$ cat config.mk
export PLATFORM = sky130hd
export DESIGN_NAME = dram_arbiter_2p
export DESIGN_NICKNAME = d
export VERILOG_FILES = /design/src/rtl/dram_ctrl_pkg.sv /design/src/rtl/rr_arbiter_2.sv /design/src/rtl/dram_arbiter_2p.sv
export SDC_FILE = /design/constraint.sdc
export NUM_CORES = 1
export LEC_CHECK = 0
export CAP_MARGIN = 40
export CORE_AREA = 3 3 174 176
export CTS_CLUSTER_DIAMETER = 50
export CTS_CLUSTER_SIZE = 20
export DETAILED_ROUTE_END_ITERATION = 12
export DIE_AREA = 0 0 177 179
export PLACE_DENSITY = 0.6
export SLEW_MARGIN = 20
export SYNTH_ARGS = -nofsm -noshare
export SYNTH_HDL_FRONTEND = slang
export SYNTH_SLANG_ARGS = --single-unit
$ cat constraint.sdc
create_clock -name clk -period 1.75 [get_ports clk]
set_input_delay 0.2625 -clock clk [delete_from_list [all_inputs] [get_ports clk]]
set_output_delay 0.2625 -clock clk [all_outputs]
set_load 0.005 [all_outputs]
$ cat src/rtl/dram_ctrl_pkg.sv
// Shared definitions for the two-port DRAM controller: state encoding,
// default geometry of the 4x72 DRAM and port index constants.
package dram_ctrl_pkg;

  localparam int DEF_ADDR_W = 2;
  localparam int DEF_DATA_W = 72;

  localparam logic PORT0 = 1'b0;
  localparam logic PORT1 = 1'b1;

  typedef enum logic [1:0] {
    IDLE  = 2'd0,
    ISSUE = 2'd1,
    DONE  = 2'd2
  } state_e;

endpackage

$ cat src/rtl/rr_arbiter_2.sv
// Combinational two-way round-robin pick. With both requests present the
// port that did not win last time is chosen.
module rr_arbiter_2 (
  input  logic [1:0] req_i,
  input  logic       last_grant_i,
  output logic       gnt_valid_o,
  output logic       gnt_idx_o
);

  // Single requester wins outright; contention goes to the other port.
  always_comb begin
    gnt_valid_o = |req_i;
    gnt_idx_o   = 1'b0;
    if (req_i == 2'b11) begin
      gnt_idx_o = ~last_grant_i;
    end else begin
      gnt_idx_o = req_i[1];
    end
  end

endmodule

$ cat src/rtl/dram_arbiter_2p.sv
// Two-port controller sharing one 4x72 DRAM. Each access takes three
// cycles (IDLE grant, ISSUE drive, DONE ack); outputs are registered
// except busy, which decodes the state.
module dram_arbiter_2p
  import dram_ctrl_pkg::*;
#(
  parameter int ADDR_W = DEF_ADDR_W,
  parameter int DATA_W = DEF_DATA_W
) (
  input  logic              clk,
  input  logic              rst,
  input  logic              p0_req,
  input  logic              p0_we,
  input  logic [ADDR_W-1:0] p0_addr,
  input  logic [DATA_W-1:0] p0_wdata,
  output logic              p0_ack,
  output logic [DATA_W-1:0] p0_rdata,
  input  logic              p1_req,
  input  logic              p1_we,
  input  logic [ADDR_W-1:0] p1_addr,
  input  logic [DATA_W-1:0] p1_wdata,
  output logic              p1_ack,
  output logic [DATA_W-1:0] p1_rdata,
  output logic [ADDR_W-1:0] mem_addr,
  output logic [DATA_W-1:0] mem_wdata,
  output logic              mem_we,
  input  logic [DATA_W-1:0] mem_rdata,
  output logic              busy
);

  state_e              state_q;
  logic                last_grant_q;
  logic                grantee_q;
  logic [ADDR_W-1:0]   mem_addr_q;
  logic [DATA_W-1:0]   mem_wdata_q;
  logic                mem_we_q;
  logic                p0_ack_q;
  logic                p1_ack_q;
  logic [DATA_W-1:0]   p0_rdata_q;
  logic [DATA_W-1:0]   p1_rdata_q;
  logic                gnt_valid;
  logic                gnt_idx;

  rr_arbiter_2 u_arb (
    .req_i        ({p1_req, p0_req}),
    .last_grant_i (last_grant_q),
    .gnt_valid_o  (gnt_valid),
    .gnt_idx_o    (gnt_idx)
  );

  // Access FSM: latch the winner, drive the DRAM for one cycle, pulse ack.
  always_ff @(posedge clk) begin
    if (rst) begin
      state_q      <= IDLE;
      last_grant_q <= PORT1;
      grantee_q    <= PORT0;
      mem_addr_q   <= '0;
      mem_wdata_q  <= '0;
      mem_we_q     <= 1'b0;
      p0_ack_q     <= 1'b0;
      p1_ack_q     <= 1'b0;
      p0_rdata_q   <= '0;
      p1_rdata_q   <= '0;
    end else begin
      case (state_q)
        IDLE: begin
          if (gnt_valid) begin
            grantee_q <= gnt_idx;
            if (gnt_idx == PORT1) begin
              mem_addr_q  <= p1_addr;
              mem_wdata_q <= p1_wdata;
              mem_we_q    <= p1_we;
            end else begin
              mem_addr_q  <= p0_addr;
              mem_wdata_q <= p0_wdata;
              mem_we_q    <= p0_we;
            end
            state_q <= ISSUE;
          end
        end
        ISSUE: begin
          // A write commits in the DRAM at this same edge.
          mem_we_q <= 1'b0;
          if (grantee_q == PORT1) begin
            p1_ack_q <= 1'b1;
            if (!mem_we_q) p1_rdata_q <= mem_rdata;
          end else begin
            p0_ack_q <= 1'b1;
            if (!mem_we_q) p0_rdata_q <= mem_rdata;
          end
          state_q <= DONE;
        end
        DONE: begin
          p0_ack_q     <= 1'b0;
          p1_ack_q     <= 1'b0;
          last_grant_q <= grantee_q;
          state_q      <= IDLE;
        end
        default: state_q <= IDLE;
      endcase
    end
  end

  assign p0_ack    = p0_ack_q;
  assign p1_ack    = p1_ack_q;
  assign p0_rdata  = p0_rdata_q;
  assign p1_rdata  = p1_rdata_q;
  assign mem_addr  = mem_addr_q;
  assign mem_wdata = mem_wdata_q;
  assign mem_we    = mem_we_q;
  assign busy      = (state_q != IDLE);

endmodule

# Word level (Yosys, flattened, before mapping)
# Cells that the tools add are included.
# W data, S select, Z words.
[word_totals]
ramBits = 0
n_memories = 0
reg_bits = 225
romBits = 0
latch_bits = 0
out_inout_bits = 222
input_bits = 226
elab_cells = 42
[op_classes]
shifts = 0
n_eq_ne = 6
mul = 0
n_addsub = 0
n_reduce_logical = 11
magnitude_cmp = 0
bitwise_logic = 3
div = 0
n_mux = 12
[ops]
columns = ["operator", "count"]
rows = [
  ["$mux W72", 1],
  ["$reduce_and A2 Y1", 4],
  ["$ne A2 B2 Y1 const B", 3],
  ["$pmux W1 S2", 3],
  ["$reduce_and A3 Y1", 2],
  ["$reduce_bool A2 Y1", 3],
  ["$mux W1", 5],
  ["$eq A2 B2 Y1 const B", 2],
  ["$mux W2", 2],
  ["$pmux W2 S2", 1],
  ["$not A1 Y1", 3],
  ["$eq A2 B1 Y1 const B", 1],
  ["$logic_not A2 Y1", 1],
  ["$reduce_or A2 Y1", 1],
]

# Logic depth before layout (Yosys ltp)
[logic_depth]
depth_word = 5
depth_mapped = 6
mapped_depth_nobuf = 4

# Modules after synthesis
# Synthesis repeated with hierarchy kept, for this count alone.
[unflattened]
hier_cells = 990
hier_area_um2 = 8550.7
[modules_own_cells]
columns = ["mod", "cells_per_inst", "seq_area_each_um2", "area_each_um2", "instances"]
rows = [
  ["dram_arbiter_2p", 988, 4504.3, 8536.9, 1],
  ["rr_arbiter_2", 2, 0.0, 13.8, 1],
]

# Worst setup path after synthesis
# No wires, ideal clock.
[synth_path]
path_kind = "reg-to-reg"
startpoint = "register state_q[0]"
endpoint = "register p0_rdata_q[10] (netlist: p0_rdata[10])"
setup_ns = 0.132
path_stages_with_launch = 7
period_less_slack_ns = 1.446
arrival_ns = 1.314
path_slack_ns = 0.304
path_buffers = 3
required_time_ns = 1.618
cell_sequence = "dfxtp_1 -> buf_4 -> or4b_1 -> buf_6 -> buf_6 -> nand2_2 -> a21oi_1"
[synth_via]
elab_chain_cells = 2
[synth_rtl]
columns = ["element", "line", "rtl"]
rows = [
  ["start: declaration", "dram_arbiter_2p.sv:31", "state_e state_q;"],
  ["start signal: assignment", "dram_arbiter_2p.sv:54", "state_q <= IDLE;"],
  ["start signal: assignment", "dram_arbiter_2p.sv:78", "state_q <= ISSUE;"],
  ["start signal: assignment", "dram_arbiter_2p.sv:91", "state_q <= DONE;"],
  ["$eq A2 B1 Y1", "dram_arbiter_2p.sv:65", "case (state_q)"],
  ["$reduce_and A3 Y1 (no source line)", "-", ""],
  ["end signal: assignment", "dram_arbiter_2p.sv:89", "if (!mem_we_q) p0_rdata_q <= mem_rdata;"],
  ["end: declaration", "dram_arbiter_2p.sv:39", "logic [DATA_W-1:0] p0_rdata_q;"],
]
# Every way passes these cells.
# A chain may end at the register's enable or synchronous reset.

# Worst setup path after layout
[layout_path]
startpoint = "register p0_rdata_q[2] (netlist: p0_rdata[2])"
endpoint = "output p0_rdata[2]"
[layout_lines]
columns = ["element", "line", "rtl"]
rows = [
  ["end: declaration", "dram_arbiter_2p.sv:17", "output logic [DATA_W-1:0] p0_rdata,"],
]
# No word-level cell between the ends.

==> results.sh <==
export IMPL_finClkSkew_ns=0.0124
export IMPL_power_internal_mw=10.5
export IMPL_cp_max_fo=2
export IMPL_dp_hpwl_mm=25.2
export IMPL_core_area_um2=28800
export IMPL_gp_congestion=0.889
export IMPL_synth_top_cell_area_share=0.524
export IMPL_grt_max_degree=77
export IMPL_io_buffers=447
export IMPL_rsz0062_at_grt="no"
export IMPL_tightest_slew_ns=0.444
export IMPL_slew_violations=0
export IMPL_pwr_share_seq=0.398
export IMPL_hold_depth=2
export IMPL_synth_cell_types=27
export IMPL_ios=448
export IMPL_synth_most_common_cell="nand2_1"
export IMPL_ys_flop_type="dfxtp_1"
export IMPL_place_ws_ns=-0.0482
export IMPL_ys_async_sr_fraction=0
export IMPL_arrival_ns=1.44
export IMPL_period_share=0.973
export IMPL_timing_hold_ws_ns=0.109
export IMPL_avgSynthCellArea_um2=7.94
export IMPL_drtIter0Drc=409
export IMPL_synth_seq_area_share=0.524
export IMPL_area_delta_synth_final_pct=70.5
export IMPL_path_depth=1
export IMPL_start_util=0.299
export IMPL_synth_edf_count=0
export IMPL_htreeDepth=1
export IMPL_cellPowerDensity_nw_per_um2=973
export IMPL_route_detailed_drc=0
export IMPL_yosysWarnings=0
export IMPL_viasPerCell=4.81
export IMPL_die_h_um=179
export IMPL_cp_end_kind="output port"
export IMPL_clk_pin_slew_ns=0.06
export IMPL_hp_class="primary input to flop"
export IMPL_crit_slowest_cell="clkdlybuf4s50_1"
export IMPL_pwr_share_clk=0.425
export IMPL_synthTopCellsByCount="nand2_1, dfxtp_1, a21oi_1"
export IMPL_root_buffer="clkbuf_16"
export IMPL_first_global_vias=8932
export IMPL_clock_sinks=225
export IMPL_cts_tree="done"
export IMPL_ant_nets=0
export IMPL_cts_made_buffers=31
export IMPL_final_nets=1728
export IMPL_crit_buf_inv=1
export IMPL_cp_start_kind="flop"
export IMPL_max_cap_violations=0
export IMPL_antenna_found_initial=4
export IMPL_setup_ws_ns=0.0477
export IMPL_netlist_instances=1082
export IMPL_hold_viol_final=0
export IMPL_chipWidth_um=177
export IMPL_fmax_mhz=587
export IMPL_combPwrFrac=0.177
export IMPL_critPathKind="flop to output port"
export IMPL_grt_overflow_total=0
export IMPL_dr_total_vias=9194
export IMPL_r2r_worst_path_cells=4
export IMPL_grt_use_total=0.206
export IMPL_p_leak_nw=5.44
export IMPL_synth_area_top_cells="dfxtp_1, nand2_1, a21oi_1, a311oi_1, buf_2"
export IMPL_cts_path_max_buffers=3
export IMPL_worstPathCellList="clkdlybuf4s50_1"
export IMPL_synth_top_cell_by_area="dfxtp_1"
export IMPL_synth_nets=1308
export IMPL_placementRows=62
export IMPL_synthesis_area_um2=8600
export IMPL_critPathRequiredTime_ns=1.49
export IMPL_total_power_mw=14.3
export IMPL_wl_mm=35.0
export IMPL_drive_gt1_frac=0.0786
export IMPL_cpPeakStageDelay_ns=0.55
export IMPL_ctsHoldBuffers=0
export IMPL_max_slew_margin=0.704
export IMPL_p_sw_mw=3.76
export IMPL_synth_seq_cells=225
export IMPL_grt_pass1_wl_mm=51.6
export IMPL_vdd_ir_drop_max_uv=623
export IMPL_dieArea_um2=31700
export IMPL_fillCellCount=2754
export IMPL_dr_pass1_iters=5
export IMPL_period_minus_slack_ns=1.70
export IMPL_clock_latency_ns=0.54
export IMPL_setup_viol=0
export IMPL_swShare=0.264
export IMPL_wl_per_cell_um=18.3
export IMPL_cp_top_family="buffers and inverters"
export IMPL_status="finished, final reports clean"
[area by class of cell]
cell class,count,area (um2),area share
clock buffer,38,842,0.0574
antenna,3,7.51,0.000512
timing repair buffer,485,5000,0.341
multi-input combinational,758,3640,0.249
tap,384,480,0.0328
clock inverter,19,168,0.0114
sequential,225,4510,0.308
inverter,1,6.26,0.000427
[cell usage in the layout (no fill, tap or decap), drive strengths merged]
| cell type | instances |
|---|---|
| bufinv | 1 |
| nor2b | 3 |
| a21bo | 1 |
| or4b | 1 |
| nor2 | 5 |
| clkinv | 8 |
| and4bb | 1 |
| o21ai | 1 |
| clkdlybuf4s50 | 424 |
| clkbuf | 39 |
| a211o | 1 |
| nand4bb | 1 |
| nand2 | 440 |
| or2 | 1 |
| nor3 | 1 |
| nand2b | 1 |
| o21bai | 1 |
| buf | 39 |
| nor4b | 1 |
| a21boi | 1 |
| a311oi | 75 |
| a21oi | 221 |
| dfxtp | 225 |
| dlygate4sd2 | 10 |
| dlymetal6s2s | 11 |
| inv | 8 |
| clkinvlp | 3 |
| a2bb2oi | 1 |
| diode | 3 |
| a22oi | 1 |
[power by group through the flow]
stage	sequential, mW	clock (mW)	combinational (mW)
after global placement	5.77	0	2.55
after floorplan	5.78	0	0.913
after CTS	5.67	6.24	2.56
after global routing	5.71	6.45	2.73
after detailed placement	5.77	0	2.56
final	5.67	6.07	2.53
[sequential cells by signal (all words and copies together), names as in the netlist]
| name | flops |
|---|---|
| grantee_q | 1 |
| last_grant_q | 1 |
| mem_addr | 2 |
| mem_wdata | 72 |
| mem_we | 1 |
| p0_ack | 1 |
| p0_rdata | 72 |
| p1_ack | 1 |
| p1_rdata | 72 |
| state_q | 2 |
[cells by family after synthesis]
kind of cell / Yosys count / share of synthesized area
buf+inv: 99 / 0.0574
compound gates: 303 / 0.212
flops: 225 / 0.524
simple gates: 455 / 0.207
[timing repair]
item,in CTS,in global routing
buffers inserted,0,1
pin swaps,0,1
setup endpoints to repair,13,14
gates resized for setup,16,16
[per-stage QoR]
step | cell area, um2 | TNS [ns] | util | std cells
after detailed placement | 13600 | -1.08 | 0.473 | 1852
final | 14700 | 0 | 0.509 | 1913
after global placement | 13600 | -0.514 | 0.473 | 1852
after global routing | 14700 | 0 | 0.509 | 1913
after floorplan | 8600 | 0 | - | 1082
after CTS | 14600 | -0.0552 | 0.508 | 1909
[worst paths after layout]
kind	slack, ns	end	start
worst max register to register	0.18	p0_rdata[11]	grantee_q
worst min-delay path	0.11	p0_rdata[71]	rst
worst min register to register	0.45	p1_rdata[51]	p1_rdata[51]
worst max-delay path	0.05	p0_rdata[2]	p0_rdata[2]
[layer usage]
metal	routed length, um	track usage	vias to the layer above	part of all wire
li1	-	-	4515	-
met2	17300	0.359	355	0.49
met5	9	0	-	0.00026
met1	13800	0.246	4274	0.40
met4	635	0.0524	2	0.018
met3	3190	0.0669	48	0.091
Power figures use the tool's default switching activity.
